==> config.mk <==
export PLATFORM = sky130hd
export DESIGN_NAME = alu_seq_exec
export DESIGN_NICKNAME = d
export VERILOG_FILES = /design/src/rtl/alu_seq_exec.sv
export SDC_FILE = /design/constraint.sdc
export NUM_CORES = 1
export LEC_CHECK = 0
export ABC_CLOCK_PERIOD_IN_PS = 2800
export BUFFER_PORTS_ARGS = -buffer_cell sky130_fd_sc_hd__buf_2
export CORE_MARGIN = 3
export CORE_UTILIZATION = 35
export CTS_BUF_LIST = sky130_fd_sc_hd__clkbuf_8
export CTS_CLUSTER_SIZE = 20
export DETAILED_ROUTE_END_ITERATION = 8
export GPL_TIMING_DRIVEN = 0
export PLACE_DENSITY = 0.54
export SLEW_MARGIN = 20
export SYNTH_ARGS = -nofsm -noshare
export SYNTH_HDL_FRONTEND = slang
export SYNTH_SLANG_ARGS = --single-unit
==> constraint.sdc <==
create_clock -name clk -period 2.8 [get_ports clk]
set_input_delay 0.28 -clock clk [delete_from_list [all_inputs] [get_ports clk]]
set_output_delay 0.28 -clock clk [all_outputs]
set_load 0.05 [all_outputs]
==> src/rtl/alu_seq_exec.sv <==
// Sequential ALU: single-cycle logic/arith, serial one-bit-per-cycle shifts, iterative shift-add MUL (ALU_MUL_EN).
// Latency: 1 cycle for logic/arith/illegal, shift_amt+1 for shifts (1 if shift_amt==0), WIDTH+1 for MUL.
// Backpressure: in_ready only in IDLE; the result is held in DONE, with out_valid high, until out_ready.
module alu_seq_exec #(
    parameter int WIDTH = 32
) (
    input  logic             clk,
    input  logic             rst_n,
    input  logic             in_valid,
    output logic             in_ready,
    input  logic [5:0]       func,
    input  logic [4:0]       shift_amt,
    input  logic [WIDTH-1:0] op_a,
    input  logic [WIDTH-1:0] op_b,
    output logic             out_valid,
    input  logic             out_ready,
    output logic [WIDTH-1:0] result,
    output logic             zero,
    output logic             illegal
);
    localparam logic [5:0] F_ADD = 6'h00;
    localparam logic [5:0] F_SUB = 6'h01;
    localparam logic [5:0] F_AND = 6'h02;
    localparam logic [5:0] F_OR  = 6'h03;
    localparam logic [5:0] F_XOR = 6'h04;
    localparam logic [5:0] F_NOR = 6'h05;
    localparam logic [5:0] F_SLT = 6'h06;
    localparam logic [5:0] F_SLL = 6'h10;
    localparam logic [5:0] F_SRL = 6'h11;
    localparam logic [5:0] F_SRA = 6'h12;
    localparam logic [5:0] F_MUL = 6'h18;
    // Counter must hold both shift_amt (up to 31) and WIDTH (up to 32).
    localparam int CW = 6;

`ifdef ALU_MUL_EN
    typedef enum logic [1:0] {IDLE, SHIFT, DONE, MUL} state_t;
`else
    typedef enum logic [1:0] {IDLE, SHIFT, DONE} state_t;
`endif

    state_t           state;
    logic [5:0]       func_q;
    logic [CW-1:0]    cnt;
    logic [WIDTH-1:0] work;      // shift source, or multiplicand during MUL
    logic [WIDTH-1:0] alu_res;
    logic             alu_ill;
    logic             is_shift;
    logic [WIDTH-1:0] sh_next;
`ifdef ALU_MUL_EN
    logic [WIDTH-1:0] acc;
    logic [WIDTH-1:0] mplier;
    logic [WIDTH-1:0] acc_next;
`endif

    // Single-cycle result; shifts with shift_amt==0 pass op_a straight through.
    always_comb begin
        alu_res = '0;
        alu_ill = 1'b0;
        case (func)
            F_ADD:               alu_res = op_a + op_b;
            F_SUB:               alu_res = op_a - op_b;
            F_AND:               alu_res = op_a & op_b;
            F_OR:                alu_res = op_a | op_b;
            F_XOR:               alu_res = op_a ^ op_b;
            F_NOR:               alu_res = ~(op_a | op_b);
            F_SLT:               alu_res = {{(WIDTH-1){1'b0}}, ($signed(op_a) < $signed(op_b))};
            F_SLL, F_SRL, F_SRA: alu_res = op_a;
`ifdef ALU_MUL_EN
            F_MUL:               alu_res = '0;
`endif
            default:             alu_ill = 1'b1;
        endcase
    end

    // Decode which requests take the serial shift path.
    always_comb begin
        is_shift = (func == F_SLL) || (func == F_SRL) || (func == F_SRA);
    end

    // One-bit shift step for the op in flight; SRA replicates the sign bit.
    always_comb begin
        sh_next = work;
        case (func_q)
            F_SLL:   sh_next = {work[WIDTH-2:0], 1'b0};
            F_SRL:   sh_next = {1'b0, work[WIDTH-1:1]};
            default: sh_next = {work[WIDTH-1], work[WIDTH-1:1]};
        endcase
    end

`ifdef ALU_MUL_EN
    // Shift-add step: add the shifted multiplicand when the current multiplier bit is set.
    always_comb begin
        acc_next = acc + (mplier[0] ? work : '0);
    end
`endif

    // Control FSM with registered handshake and result outputs.
    always_ff @(posedge clk or negedge rst_n) begin
        if (!rst_n) begin
            state     <= IDLE;
            in_ready  <= 1'b1;
            out_valid <= 1'b0;
            result    <= '0;
            zero      <= 1'b0;
            illegal   <= 1'b0;
            func_q    <= '0;
            cnt       <= '0;
            work      <= '0;
`ifdef ALU_MUL_EN
            acc       <= '0;
            mplier    <= '0;
`endif
        end else begin
            case (state)
                IDLE: begin
                    if (in_valid) begin
                        func_q   <= func;
                        work     <= op_a;
                        in_ready <= 1'b0;
                        if (is_shift && (shift_amt != 5'd0)) begin
                            state <= SHIFT;
                            cnt   <= CW'(shift_amt);
`ifdef ALU_MUL_EN
                        end else if (func == F_MUL) begin
                            state  <= MUL;
                            cnt    <= CW'(WIDTH);
                            acc    <= '0;
                            mplier <= op_b;
`endif
                        end else begin
                            state     <= DONE;
                            out_valid <= 1'b1;
                            result    <= alu_res;
                            zero      <= (alu_res == '0);
                            illegal   <= alu_ill;
                        end
                    end
                end
                SHIFT: begin
                    work <= sh_next;
                    cnt  <= cnt - CW'(1);
                    if (cnt == CW'(1)) begin
                        state     <= DONE;
                        out_valid <= 1'b1;
                        result    <= sh_next;
                        zero      <= (sh_next == '0);
                        illegal   <= 1'b0;
                    end
                end
`ifdef ALU_MUL_EN
                MUL: begin
                    acc    <= acc_next;
                    work   <= {work[WIDTH-2:0], 1'b0};
                    mplier <= mplier >> 1;
                    cnt    <= cnt - CW'(1);
                    if (cnt == CW'(1)) begin
                        state     <= DONE;
                        out_valid <= 1'b1;
                        result    <= acc_next;
                        zero      <= (acc_next == '0);
                        illegal   <= 1'b0;
                    end
                end
`endif
                DONE: begin
                    if (out_ready) begin
                        state     <= IDLE;
                        out_valid <= 1'b0;
                        in_ready  <= 1'b1;
                    end
                end
                default: state <= IDLE;
            endcase
        end
    end
endmodule

==> results <==
- From bottom edge to top edge, the die measures around 170 µm.
- The Yosys step of the flow raised 0 warnings.
- Of the cells placed in the final design, the portion with a size suffix greater than 1 is 0.3083.
- Global routing finished with a remaining overflow of 0.
- OpenSTA, run right after detailed placement, puts the worst setup slack at -1.604 ns.
- Setup repair after global routing could not meet its margin everywhere.
- The highest fanout seen on the critical path is 4.
- The checks that failed: negative setup slack.
- The CTS tree is yes.
- The worst-case vdd ir drop is 299.0 µV.
- The cell leakage power is 0.005660 µW.
- The data required time at the worst endpoint is 3.08 ns.
- In this run the horizontal extent of the chip is 175.0 µm.
- The clock buffer count from CTS is 9.
- The routed length on met1 is 19190 µm.
- In the finished design, the share of the clock period the worst path needs comes to 1.141.
- The number of library cell types mapped by synthesis is 80.
- The floorplan step defined a core boundary enclosing 27930 µm².
- After detailed routing, the number of vias per cell comes to 6.137.
- The final max-slew violation count is 0.
- Sorting the synthesized cells by how often they occur yields sky130_fd_sc_hd__a21oi_1, sky130_fd_sc_hd__ha_1, sky130_fd_sc_hd__nand2_1.
- The final number of setup-violating endpoints is 10.
- In this run, synthesis inferred 0 flip-flops with an integrated enable.
- The first global-routing pass estimated 67810 µm of wire.
- The number of H-tree levels is 3.
- The insertion delay of the later-clocked pin in the worst-skew pair is 0.36 ns.
- The boundary pin count is 115.
- The slowest library cell on the worst path is sky130_fd_sc_hd__a211oi_2.
- The number of placed cells counting well taps is 1809.
- The DRC marker count from the first detailed-route iteration is 1198.
- The top-area cell type share of the netlist area is 0.2029.
- In this run the remaining antenna-violating nets after routing total 0.
- The buffer cell driving the clock tree root is sky130_fd_sc_hd__clkbuf_8.
- Wires add up to approximately 45000 µm.
- For this run, the slowest stage of the critical path takes 0.36 ns.
- In the detailed route, the total length drawn on met3 is 3680 µm.
- For this run, asynchronously set or reset flops after synthesis account for 1.000.
- The power per cell area is roughly 470 nW/µm².
- The number of rows in the core area is 61.
- The via count of the first global-routing pass was 11330.
- The critical path's top delay family is simple AND/OR/NAND/NOR gates.
- The combined area of the multi-input logic cells is 8546 µm².
- The signal on the critical path passes through buf_12, clkinvlp_4, ha_4, buf_4, nor2_4, o311ai_0, o21ai_0, xnor2_1, a211oi_2, nand4_1, nor4_2, nand4_1, nor4_2, nand4_1, o31ai_2.
- The number of sinks driven by the clock tree is 82.
- The kind of start point of the critical path is a primary input.
- The min-delay analysis places its worst path in the category in2reg.
- Of all cell types, the one taking the most synthesized area is sky130_fd_sc_hd__dfrtp_1.
- The number of synthesized register bits is a little over 80.
- After detailed routing, no signal wire sits above met4.
- The number of fill cells in the layout is 2771.
- The synthesized instance count is between 1000 and 1500.
- The largest net degree at the start of global routing is 45.
- The diode insertion count for antenna repair is 0.
- The flow ran to the end, but the final reports show violations.
- The number of buffers and inverters on the critical path is 3.
- The dominant synthesized flop cell is sky130_fd_sc_hd__dfrtp_1.
- After detailed routing, the met2 layer carries 20460 µm of wire.
- The worst slew slack as a fraction of its limit is 0.2821.
- The average cell area after synthesis is 7.587 µm².
- Hold timing on the final database bottoms out at a slack of 0.1990 ns.
- The initial antenna violation count is 0.
- Setup total negative slack on the finished layout was measured at -1.976 ns.
- For the pin with the worst max-slew slack, the measured transition is 1.073 ns.
- The initial standard-cell utilization of the core is 0.3577.
- By area the synthesized netlist is led by sky130_fd_sc_hd__dfrtp_1, sky130_fd_sc_hd__ha_1, sky130_fd_sc_hd__mux2i_1.
- The number of nets produced by synthesis is roughly 1500.
- The average wire length per cell after detail routing is 23.90 µm.
- The number of hold-slack violations in the final timing report is 0.
- The area of the mapped netlist is approximately 10000 µm².
- The setup path with the least slack is of type in2reg.
- Registers take approximately 2100 µm².
- The die covers 30610 µm².
- The number of standard cells in the layout, taps in and fillers out is ~1900.
- STA classifies the critical path endpoint as a flop.
- The post-layout worst setup margin is -0.3956 ns.
- Based on the critical path, the design can be clocked at up to 0.3129 GHz.
- Across every metal layer, demand over resource in global routing totals 0.2852.
- Summing over every cut layer, the via total after detailed routing is 11620.
- The clock-pin slew of the registers on the worst-case setup and hold paths is 0.09 ns.
- The residual DRC count is 0.
- The clock tree buffer depth is 2.
- STA puts the critical path data arrival time at 3.48 ns.
- The first-pass iteration count of the detailed router is 5.
- The post-route minimum period is roughly 3.2 ns.
- Max-cap violations in this run came to 0.
- Routability-driven placement finished with a final weighted congestion of just under 1.
- Once detailed placement completed, the half-perimeter wirelength came to ~34000 µm.
- Relative to the synthesized area, the layout overhead comes to 35.59%.
- The count of buffers added on input and output ports is about 110.
- Counting stages on the worst path, the most repeated cell is sky130_fd_sc_hd__nand4_1.
- For this run, the register share of the synthesized area comes to 0.2055.
- At the end of the flow, the number of nets in the layout was ~1700.
- The maximum clock skew at final layout is 0.009047 ns.
-- flip-flops by register name, summed over array words and instances (netlist names) --
signal / cells
cnt: 6
result: 32
func_q: 6
illegal: 1
zero: 1
out_valid: 1
state: 2
work: 32
in_ready: 1
-- what timing repair did --
item | CTS | global route
hold buffers | 1 | 0
endpoints found under the setup margin | 42 | 34
hold endpoints to repair | 43 | 0
resized for setup | 292 | 81
setup buffers | 65 | 13
gates cloned | 0 | 0
pin swaps | 83 | 58
-- metrics by stage --
stage / power [µW] / util / cell area, µm²
5_1_grt: 6676 / 0.4850 / 13550
4_1_cts: 6151 / 0.4708 / 13150
3_5_place_dp: 4814 / 0.4028 / 11250
2_1_floorplan: 3874 / - / 10180
6_report: 6326 / 0.4850 / 13550
3_3_place_gp: 4788 / 0.4017 / 11220
-- kinds of logic (layout without fill, tap and decap cells) --
| group | after synthesis | count (layout) | synth area share |
|---|---|---|---|
| xor+xnor | 18 | 18 | 0.01578 |
| fa+ha+maj | 118 | 118 | 0.1490 |
| mux | 73 | 73 | 0.07476 |
| compound gates | 463 | 463 | 0.3018 |
| buf+inv | 183 | 381 | 0.07125 |
| flops | 82 | 82 | 0.2055 |
| simple gates | 380 | 380 | 0.1819 |
-- per-layer routing --
layer | vias to the layer above | track usage
li1 | 5238 | -
met1 | 5603 | 0.3872
met2 | 662 | 0.4557
met3 | 115 | 0.04346
met4 | 0 | 0.1130
met5 | - | 0
-- final timing paths --
| check | cells past startpoint | slack [ns] | to | startpoint |
|---|---|---|---|---|
| max | 15 | -0.40 | zero | op_a[1] |
| max reg2reg | 11 | -0.32 | zero | func_q[1] |
| max in group asynchronous | 3 | 1.64 | in_ready | rst_n |
| min in group asynchronous | 2 | 0.47 | result[27] | rst_n |
| min | 3 | 0.20 | work[3] | op_a[3] |
| min reg2reg | 1 | 0.48 | out_valid | out_valid |
-- cell usage in the layout, fill, tap and decap left out, types with 12 or more instances in the layout --
cell and instances:
sky130_fd_sc_hd__a21oi_1 89, sky130_fd_sc_hd__a21oi_2 21, sky130_fd_sc_hd__a22oi_1 40, sky130_fd_sc_hd__a31oi_1 13
sky130_fd_sc_hd__buf_2 89, sky130_fd_sc_hd__buf_4 86, sky130_fd_sc_hd__buf_6 27, sky130_fd_sc_hd__clkbuf_1 29
sky130_fd_sc_hd__clkbuf_8 12, sky130_fd_sc_hd__dfrtp_1 81, sky130_fd_sc_hd__ha_1 90, sky130_fd_sc_hd__ha_4 21
sky130_fd_sc_hd__inv_1 79, sky130_fd_sc_hd__inv_2 18, sky130_fd_sc_hd__mux2i_1 53, sky130_fd_sc_hd__nand2_1 104
sky130_fd_sc_hd__nand2b_1 19, sky130_fd_sc_hd__nand3_1 18, sky130_fd_sc_hd__nand4_1 19, sky130_fd_sc_hd__nor2_1 100
sky130_fd_sc_hd__nor2b_1 12, sky130_fd_sc_hd__nor3_1 17, sky130_fd_sc_hd__o211ai_1 22, sky130_fd_sc_hd__o21ai_0 90
sky130_fd_sc_hd__o21ai_1 13, sky130_fd_sc_hd__o22ai_1 13, sky130_fd_sc_hd__xnor2_1 14
-- worst min-delay path, cell delays in order --
cell and delay, ns:
sky130_fd_sc_hd__buf_6 0.10, sky130_fd_sc_hd__a22oi_1 0.08, sky130_fd_sc_hd__o21ai_0 0.07
-- final cells by class --
class                      instances  area share
inverter                         100     0.02854
sequential                        82      0.1516
clock inverter                     6    0.004341
buffer                            75     0.03666
tap                              378     0.03491
multi-input combinational       1052      0.6308
timing repair buffer             190      0.1031
clock buffer                      10     0.01016
-- report_power, final --
part / internal (µW) / total (µW) / switching [µW]
combinational: 1280 / 3600 / 2320
clock: 431 / 889 / 459
sequential: 1550 / 1840 / 287
Note: power is estimated with default switching activity, not from simulation.
